## src/rtl/dro_array_if.sv

```systemverilog
//------------------------------------------------------------------------------
// dro_array_if : set/read/clr strobes and readout/violation status of a DRO array
// Revision 1.0
//------------------------------------------------------------------------------
`default_nettype none

interface dro_array_if #(
  parameter int CHANNELS = 4,
  parameter int CNT_W    = 8
);
  logic [CHANNELS-1:0]       set;
  logic [CHANNELS-1:0]       read;
  logic [CHANNELS-1:0]       clr;
  logic [CHANNELS-1:0]       out;
  logic [CHANNELS-1:0]       state;
  logic [CHANNELS-1:0]       viol_timing;
  logic [CHANNELS-1:0]       viol_dset;
  logic [CHANNELS*CNT_W-1:0] viol_count;
  logic                      any_viol;

  modport master (
    output set, read, clr,
    input  out, state, viol_timing, viol_dset, viol_count, any_viol
  );

  modport slave (
    input  set, read, clr,
    output out, state, viol_timing, viol_dset, viol_count, any_viol
  );
endinterface

`default_nettype wire

```

## src/rtl/dro_array.sv

```systemverilog
//------------------------------------------------------------------------------
// dro_array : multi-channel destructive-readout cells with timing-violation checks
// Revision 1.0
//------------------------------------------------------------------------------
`default_nettype none

module dro_array #(
  parameter int CHANNELS = 4,
  parameter int MIN_SEP  = 2,
  parameter int CNT_W    = 8,
  parameter int NDRO     = 0
) (
  input  logic        clk,
  input  logic        rst_n,
  dro_array_if.slave  bus
);

  localparam int               AGE_W   = $clog2(MIN_SEP + 1);
  localparam logic [AGE_W-1:0] AGE_MAX = AGE_W'(MIN_SEP);
  // age is 0 on the edge after the set, so a read at set+MIN_SEP sees MIN_SEP-1
  localparam logic [AGE_W-1:0] AGE_OK  = AGE_W'(MIN_SEP - 1);
  localparam logic [CNT_W-1:0] CNT_MAX = '1;

  logic [CHANNELS-1:0] viol_d;
  logic                any_viol_q;
  logic                any_viol_d;

  for (genvar i = 0; i < CHANNELS; i++) begin : g_chan
    logic             stored_q, stored_d;
    logic [AGE_W-1:0] age_q, age_d;
    logic             out_q, out_d;
    logic             vt_q, vt_d;
    logic             vd_q, vd_d;
    logic [CNT_W-1:0] cnt_q, cnt_d;

    always_comb begin
      stored_d = stored_q;
      age_d    = (age_q < AGE_MAX) ? age_q + 1'b1 : age_q;
      out_d    = 1'b0;
      vt_d     = 1'b0;
      vd_d     = 1'b0;

      if (bus.read[i]) begin
        if (stored_q) begin
          if (age_q >= AGE_OK) begin
            out_d = 1'b1;
          end else begin
            vt_d = 1'b1;
          end
          if (NDRO == 0) begin
            stored_d = 1'b0;
          end
        end
        if (bus.set[i]) begin
          vt_d = 1'b1;
        end
      end

      if (bus.clr[i]) begin
        stored_d = 1'b0;
      end else if (bus.set[i] && !bus.read[i]) begin
        if (!stored_q) begin
          stored_d = 1'b1;
          age_d    = '0;
        end else begin
          vd_d = 1'b1;
        end
      end

      cnt_d = cnt_q;
      if ((vt_d || vd_d) && (cnt_q != CNT_MAX)) begin
        cnt_d = cnt_q + 1'b1;
      end
    end

    always_ff @(posedge clk) begin
      if (!rst_n) begin
        stored_q <= 1'b0;
        age_q    <= AGE_MAX;
        out_q    <= 1'b0;
        vt_q     <= 1'b0;
        vd_q     <= 1'b0;
        cnt_q    <= '0;
      end else begin
        stored_q <= stored_d;
        age_q    <= age_d;
        out_q    <= out_d;
        vt_q     <= vt_d;
        vd_q     <= vd_d;
        cnt_q    <= cnt_d;
      end
    end

    assign viol_d[i]                        = vt_d | vd_d;
    assign bus.out[i]                       = out_q;
    assign bus.state[i]                     = stored_q;
    assign bus.viol_timing[i]               = vt_q;
    assign bus.viol_dset[i]                 = vd_q;
    assign bus.viol_count[i*CNT_W +: CNT_W] = cnt_q;
  end

  assign any_viol_d = any_viol_q | (|viol_d);

  always_ff @(posedge clk) begin
    if (!rst_n) begin
      any_viol_q <= 1'b0;
    end else begin
      any_viol_q <= any_viol_d;
    end
  end

  assign bus.any_viol = any_viol_q;

endmodule

`default_nettype wire

```

## src/flat_wrapper.sv

```systemverilog
// flat-port wrapper written by rule: the top's interface ports become plain ports
module dro_array_flat 
#(
  parameter int CHANNELS = 4,
  parameter int MIN_SEP  = 2,
  parameter int CNT_W    = 8,
  parameter int NDRO     = 0
)
  (clk, rst_n, bus_set, bus_read, bus_clr, bus_out, bus_state, bus_viol_timing, bus_viol_dset, bus_viol_count, bus_any_viol);
  dro_array_if #(.CHANNELS(CHANNELS), .CNT_W(CNT_W)) bus_i ();
  input  logic clk;
  input  logic rst_n;
  input wire logic [$bits(bus_i.set)-1:0] bus_set;
  input wire logic [$bits(bus_i.read)-1:0] bus_read;
  input wire logic [$bits(bus_i.clr)-1:0] bus_clr;
  output wire logic [$bits(bus_i.out)-1:0] bus_out;
  output wire logic [$bits(bus_i.state)-1:0] bus_state;
  output wire logic [$bits(bus_i.viol_timing)-1:0] bus_viol_timing;
  output wire logic [$bits(bus_i.viol_dset)-1:0] bus_viol_dset;
  output wire logic [$bits(bus_i.viol_count)-1:0] bus_viol_count;
  output wire logic [$bits(bus_i.any_viol)-1:0] bus_any_viol;
  assign bus_i.set = bus_set;
  assign bus_i.read = bus_read;
  assign bus_i.clr = bus_clr;
  assign bus_out = bus_i.out;
  assign bus_state = bus_i.state;
  assign bus_viol_timing = bus_i.viol_timing;
  assign bus_viol_dset = bus_i.viol_dset;
  assign bus_viol_count = bus_i.viol_count;
  assign bus_any_viol = bus_i.any_viol;
  dro_array #(.CHANNELS(CHANNELS), .MIN_SEP(MIN_SEP), .CNT_W(CNT_W), .NDRO(NDRO)) u_core (.clk(clk), .rst_n(rst_n), .bus(bus_i));
endmodule
```

## config.mk

```make
export PLATFORM = sky130hd
export DESIGN_NAME = dro_array_flat
export DESIGN_NICKNAME = d
export VERILOG_FILES = /design/src/rtl/dro_array_if.sv /design/src/rtl/dro_array.sv /design/src/flat_wrapper.sv
export SDC_FILE = /design/constraint.sdc
export NUM_CORES = 1
export LEC_CHECK = 0
export ABC_CLOCK_PERIOD_IN_PS = 2600
export CAP_MARGIN = 5
export CORE_AREA = 2 2 80 82
export DETAILED_ROUTE_END_ITERATION = 10
export DIE_AREA = 0 0 82 84
export PLACE_DENSITY = 0.82
export SYNTH_ARGS = -nofsm -noshare
export SYNTH_HDL_FRONTEND = slang
export SYNTH_SLANG_ARGS = --single-unit
```

## constraint.sdc

```tcl
create_clock -name clk -period 2.6 [get_ports clk]
set_input_delay 0.26 -clock clk [delete_from_list [all_inputs] [get_ports clk]]
set_output_delay 0.26 -clock clk [all_outputs]
set_load 0.005 [all_outputs]
```

# Word-level counts from Yosys, hierarchy flattened
# Cells that the tools add are included.
[op_classes] addsub=8 magnitude_cmp=8 n_eq_ne=4 mux=60 n_bitwise=6 n_reduce_logical=25
[op_table] operator="$mux W1" count=44
[op_table] operator="$add A8 B1 Y8 const B" count=4
[op_table] operator="$mux W2" count=16
[op_table] operator="$ne A8 B8 Y1 const B" count=4
[op_table] operator="$reduce_and A3 Y1" count=4
[op_table] operator="$add A2 B1 Y2 const B" count=4
[op_table] operator="$ge A2 B1 Y1 const B" count=4
[op_table] operator="$logic_and A1 B1 Y1" count=8
[op_table] operator="$lt A2 B2 Y1 const B" count=4
[op_table] operator="$reduce_or A2 Y1" count=4
[op_table] operator="$or A1 B1 Y1" count=5
[op_table] operator="$logic_not A1 Y1" count=4
[op_table] operator="$logic_or A1 B1 Y1" count=4
[op_table] operator="$reduce_or A4 Y1" count=1
[op_table] operator="$not A1 Y1" count=1
[totals] ff_bits=57 input_bits=14 output_inout_bits=49 word_cells=136

# Longest topological paths before layout
[depth] word_depth=8 ltp_mapped=7

# Worst setup path after synthesis
# Ideal clock, no wire load.
[synth_timing] path_kind="register -> register" start="reg u_core.g_chan[2].age_q[0]" end="reg u_core.g_chan[2].cnt_q[3]" t_arrival_ps=1457 slack_ps=1072 path_stages_with_launch=7 period_less_slack_ps=1528 cell_sequence="dfxtp_1 -> inv_1 -> ha_1 -> a21oi_2 -> o22a_4 -> or4_1 -> a21oi_1"
[synth_via] elab_chain_cells=7
[synth_rtl] item="start: declaration" line_no="dro_array.sv:30" text="logic [AGE_W-1:0] age_q, age_d;"
[synth_rtl] item="start signal: assignment" line_no="dro_array.sv:86" text="age_q <= age_d;"
[synth_rtl] item="$ge A2 B1 Y1" line_no="dro_array.sv:45" text="if (age_q >= AGE_OK) begin"
[synth_rtl] item="$mux W1" line_no="dro_array.sv:45"
[synth_rtl] item="$mux W1" line_no="dro_array.sv:44" text="if (stored_q) begin"
[synth_rtl] item="$mux W1" line_no="dro_array.sv:54" text="if (bus.set[i]) begin"
[synth_rtl] item="$mux W1" line_no="dro_array.sv:43" text="if (bus.read[i]) begin"
[synth_rtl] item="$logic_or A1 B1 Y1" line_no="dro_array.sv:71" text="if ((vt_d || vd_d) && (cnt_q != CNT_MAX)) begin"
[synth_rtl] item="$logic_and A1 B1 Y1" line_no="dro_array.sv:71"
[synth_rtl] item="end signal: assignment" line_no="dro_array.sv:90" text="cnt_q <= cnt_d;"
[synth_rtl] item="end: declaration" line_no="dro_array.sv:34" text="logic [CNT_W-1:0] cnt_q, cnt_d;"
# No other way between the ends.
# A chain may end at the register's enable or synchronous reset.

# Worst setup path after layout
[layout_timing] start="reg u_core.g_chan[0].age_q[0]" end="reg u_core.g_chan[0].cnt_q[3]"
[layout_via] elab_chain_cells=7
[layout_rtl] item="start: declaration" line_no="dro_array.sv:30"
[layout_rtl] item="start signal: assignment" line_no="dro_array.sv:86"
[layout_rtl] item="$ge A2 B1 Y1" line_no="dro_array.sv:45"
[layout_rtl] item="$mux W1" line_no="dro_array.sv:45"
[layout_rtl] item="$mux W1" line_no="dro_array.sv:44"
[layout_rtl] item="$mux W1" line_no="dro_array.sv:54"
[layout_rtl] item="$mux W1" line_no="dro_array.sv:43"
[layout_rtl] item="$logic_or A1 B1 Y1" line_no="dro_array.sv:71"
[layout_rtl] item="$logic_and A1 B1 Y1" line_no="dro_array.sv:71"
[layout_rtl] item="end signal: assignment" line_no="dro_array.sv:90"
[layout_rtl] item="end: declaration" line_no="dro_array.sv:34"
# No other way between the ends.

==> reports/metrics.cfg <==
[floorplan]
io_pins = 63
fp.dieArea_um2 = 6890
fp.dieW_um = 82
start_util_pct = 43.7
rows = 29
die_y_um = 84
core-area_um2 = 6100

[cells_and_area]
layout-drive-gt1-share_pct = 6.38
fill_cells = 568
antenna_cells = 0
fin_nets = 397
finish.utilization_pct = 56.7
syn_to_final_growth_pct = 29.7

[detailed_routing]
detail_route.vias_per_cell = 5.28
route.detailed.drc = 0
drt-total-wl_mm = 5.49
routedWlPerCell_um = 12.1
num_vias = 2392
ant_nets = 0
first_iter_violations = 69
dr.pass1.iters = 4

[synth]
seq_area_frac_synth_pct = 42.8
ys_ff_latch = 57
syn-num-nets = 345
synth_top_area_share_pct = 42.8
async_flop_share_pct = 0
syn_area_um2 = 2660
ys_types = 36
yosysMostFrequentCell = dfxtp_1
synthTopCellsByCount = dfxtp_1 (57), nand2_1 (37), nor2_1 (32)
syn_inst = 319
yosys.area.top_type = dfxtp_1
synth-edff-count = 0
syn_area_per_cell_um2 = 8.35
yosys-top-cells-area = dfxtp_1 (43%), ha_1 (5.6%), nor3_1 (5.3%)
ys_warn_count = 0
yosys_most_used_dff = dfxtp_1

[critical_path]
crit_start = u_core.g_chan[0].age_q[0]
endpoint_kind = register
worstPathArrival_ns = 1.99
r2r-start = u_core.g_chan[0].age_q[0]
crit_end = u_core.g_chan[0].cnt_q[3]
reg2regPathDepth = 6
worstSetupPathType = reg -> reg
rrSetupSlack_ns = 0.88
r2r_end = u_core.g_chan[0].cnt_q[3]
start_kind = register
worst-path-max-fanout = 12
critPathRequiredTime_ns = 2.87

[clock_tree]
root_buffer = clkbuf_8
clk_latency_ns = 0.33
postCtsHoldBufs = 0
htree_levels = 3
cts.path.max_buffers = 2
cts_resized = 0
clock-sinks = 57
postCtsSetupRepairBufs = 0
path_clk_slew_ns = 0.07
cts_tree = done
cts_buffers = 9

[placement]
dp_hpwl_mm = 3.97
gp_congestion = 0.816
port_buffers = 62

[sta]
slew_headroom_pct = 64.0
setup_viol = 0
fin_crit_sh_pct = 66.0
max_freq_ghz = 0.583
period_minus_slack_ns = 1.72
hold_viol_final = 0
worst_pin_slew_ns = 0.535
rsz0062_at_grt = false
hold_slack_ns = 0.495
final.setup_skew_ns = 0.00536
drv_slew = 0
fin_setup_tns_ns = 0

[min_path]
holdCritPathClass = reg -> reg
holdPathStages = 2

[power]
p_leak_nw = 1.20
internal-power_mw = 1.51
ir_worst_vdd_v = 0.000268
power_frac_comb_pct = 8.1
p_seq_share_pct = 46.6
finalPower_mw = 1.95
powerDensity_nw_per_um2 = 565
swShare_pct = 22.7
clockPowerShare_pct = 45.3
p_switching_uw = 443

[global_route]
grt_max_degree = 22
grt_pass1_vias = 2237
grt_remaining_overflow = 0
track_usage_pct = 17.4
grt_pass1_wl_mm = 9.47
grt_antenna_before_repair = 0

[run_status]
outcome = finished clean

[run]
maxCapViolCount = 0

==> metal layers <==
| layer | vias up | wire length (um) | track usage, % |
|---|---|---|---|
| met4 | 0 | 88 | 7.73 |
| li1 | 1215 | - | - |
| met3 | 9 | 262 | 3.57 |
| met2 | 60 | 2560 | 27.7 |
| met1 | 1108 | 2590 | 22.3 |
| met5 | - | 0 | 0 |
==> state kept, by name (all words and copies together) (netlist names) <==
name                    count
u_core.bus.any_viol         1
u_core.g_chan.vt_q          4
u_core.g_chan.age_q         8
u_core.g_chan.vd_q          4
u_core.g_chan.cnt_q        32
u_core.g_chan.out_q         4
u_core.g_chan.stored_q      4
==> worst max-delay path: stages (launching register included) <==
cell	delay (ns)
dfxtp_1	0.30
inv_1	0.07
ha_1	0.18
a21oi_1	0.10
o22a_1	0.33
or4_1	0.53
a21oi_1	0.14
==> power by group through the flow <==
stage / Clock [mW] / Sequential [mW] / Combinational [mW]
after CTS: 0.909 / 0.910 / 0.159
final: 0.884 / 0.909 / 0.157
after detailed placement: 0 / 0.929 / 0.158
after global routing: 0.941 / 0.912 / 0.179
after floorplan: 0 / 0.927 / 0.0926
after global placement: 0 / 0.928 / 0.154
==> cell usage in the layout, fill, tap and decap left out, types with 6 or more instances in the layout <==
cell type        netlist  routed
clkbuf_8               0       9
nor3_1                28      28
nand3_1                7       7
a21oi_1               21      21
inv_1                 20      20
nor2_1                32      32
o21ai_0               14      14
or3_1                  7       7
nor4_1                 6       6
nand2_1               37      37
clkdlybuf4s50_1        0      62
mux2i_1               10      10
dfxtp_1               57      57
ha_1                  12      12
==> cell families (layout without fill, tap and decap cells) <==
group | Yosys count | count (layout) | synth area share (%)
simple gates | 134 | 134 | 23.7
compound gates | 61 | 61 | 15.1
flops | 57 | 57 | 42.8
buf+inv | 45 | 102 | 8.92
fa+ha+maj | 12 | 12 | 5.64
mux | 10 | 10 | 3.76
==> area by class of cell <==
cell class,count,area [um2],share of cell area [%]
multi-input cells,217,1280,37.2
flip-flops and latches,57,1140,33.0
repair buffers,65,643,18.6
clock buffers,10,128,3.69
well taps,77,96.3,2.79
clock inverters,6,82.6,2.39
inverters,21,78.8,2.28
==> worst min path at each step <==
stage | startpoint | slack [ns] | end
2_1_floorplan | bus_set[0] | 0.40 | u_core.g_chan[0].vd_q
3_3_place_gp | u_core.g_chan[1].cnt_q[1] | 0.48 | u_core.g_chan[1].cnt_q[1]
3_5_place_dp | u_core.g_chan[1].cnt_q[1] | 0.48 | u_core.g_chan[1].cnt_q[1]
4_1_cts | u_core.g_chan[1].cnt_q[1] | 0.50 | u_core.g_chan[1].cnt_q[1]
5_1_grt | u_core.g_chan[1].cnt_q[1] | 0.51 | u_core.g_chan[1].cnt_q[1]
6_report | u_core.g_chan[3].cnt_q[1] | 0.49 | u_core.g_chan[3].cnt_q[1]
==> stage by stage <==
step                      instances  cell area, um2  setup slack, ns
after floorplan                 319            2660             1.07
after global placement          437            3240            0.683
final                           453            3450            0.884
after detailed placement        437            3240            0.659
after CTS                       453            3450            0.878
after global routing            453            3450            0.708
No activity file was read; power rests on OpenSTA's default activity.
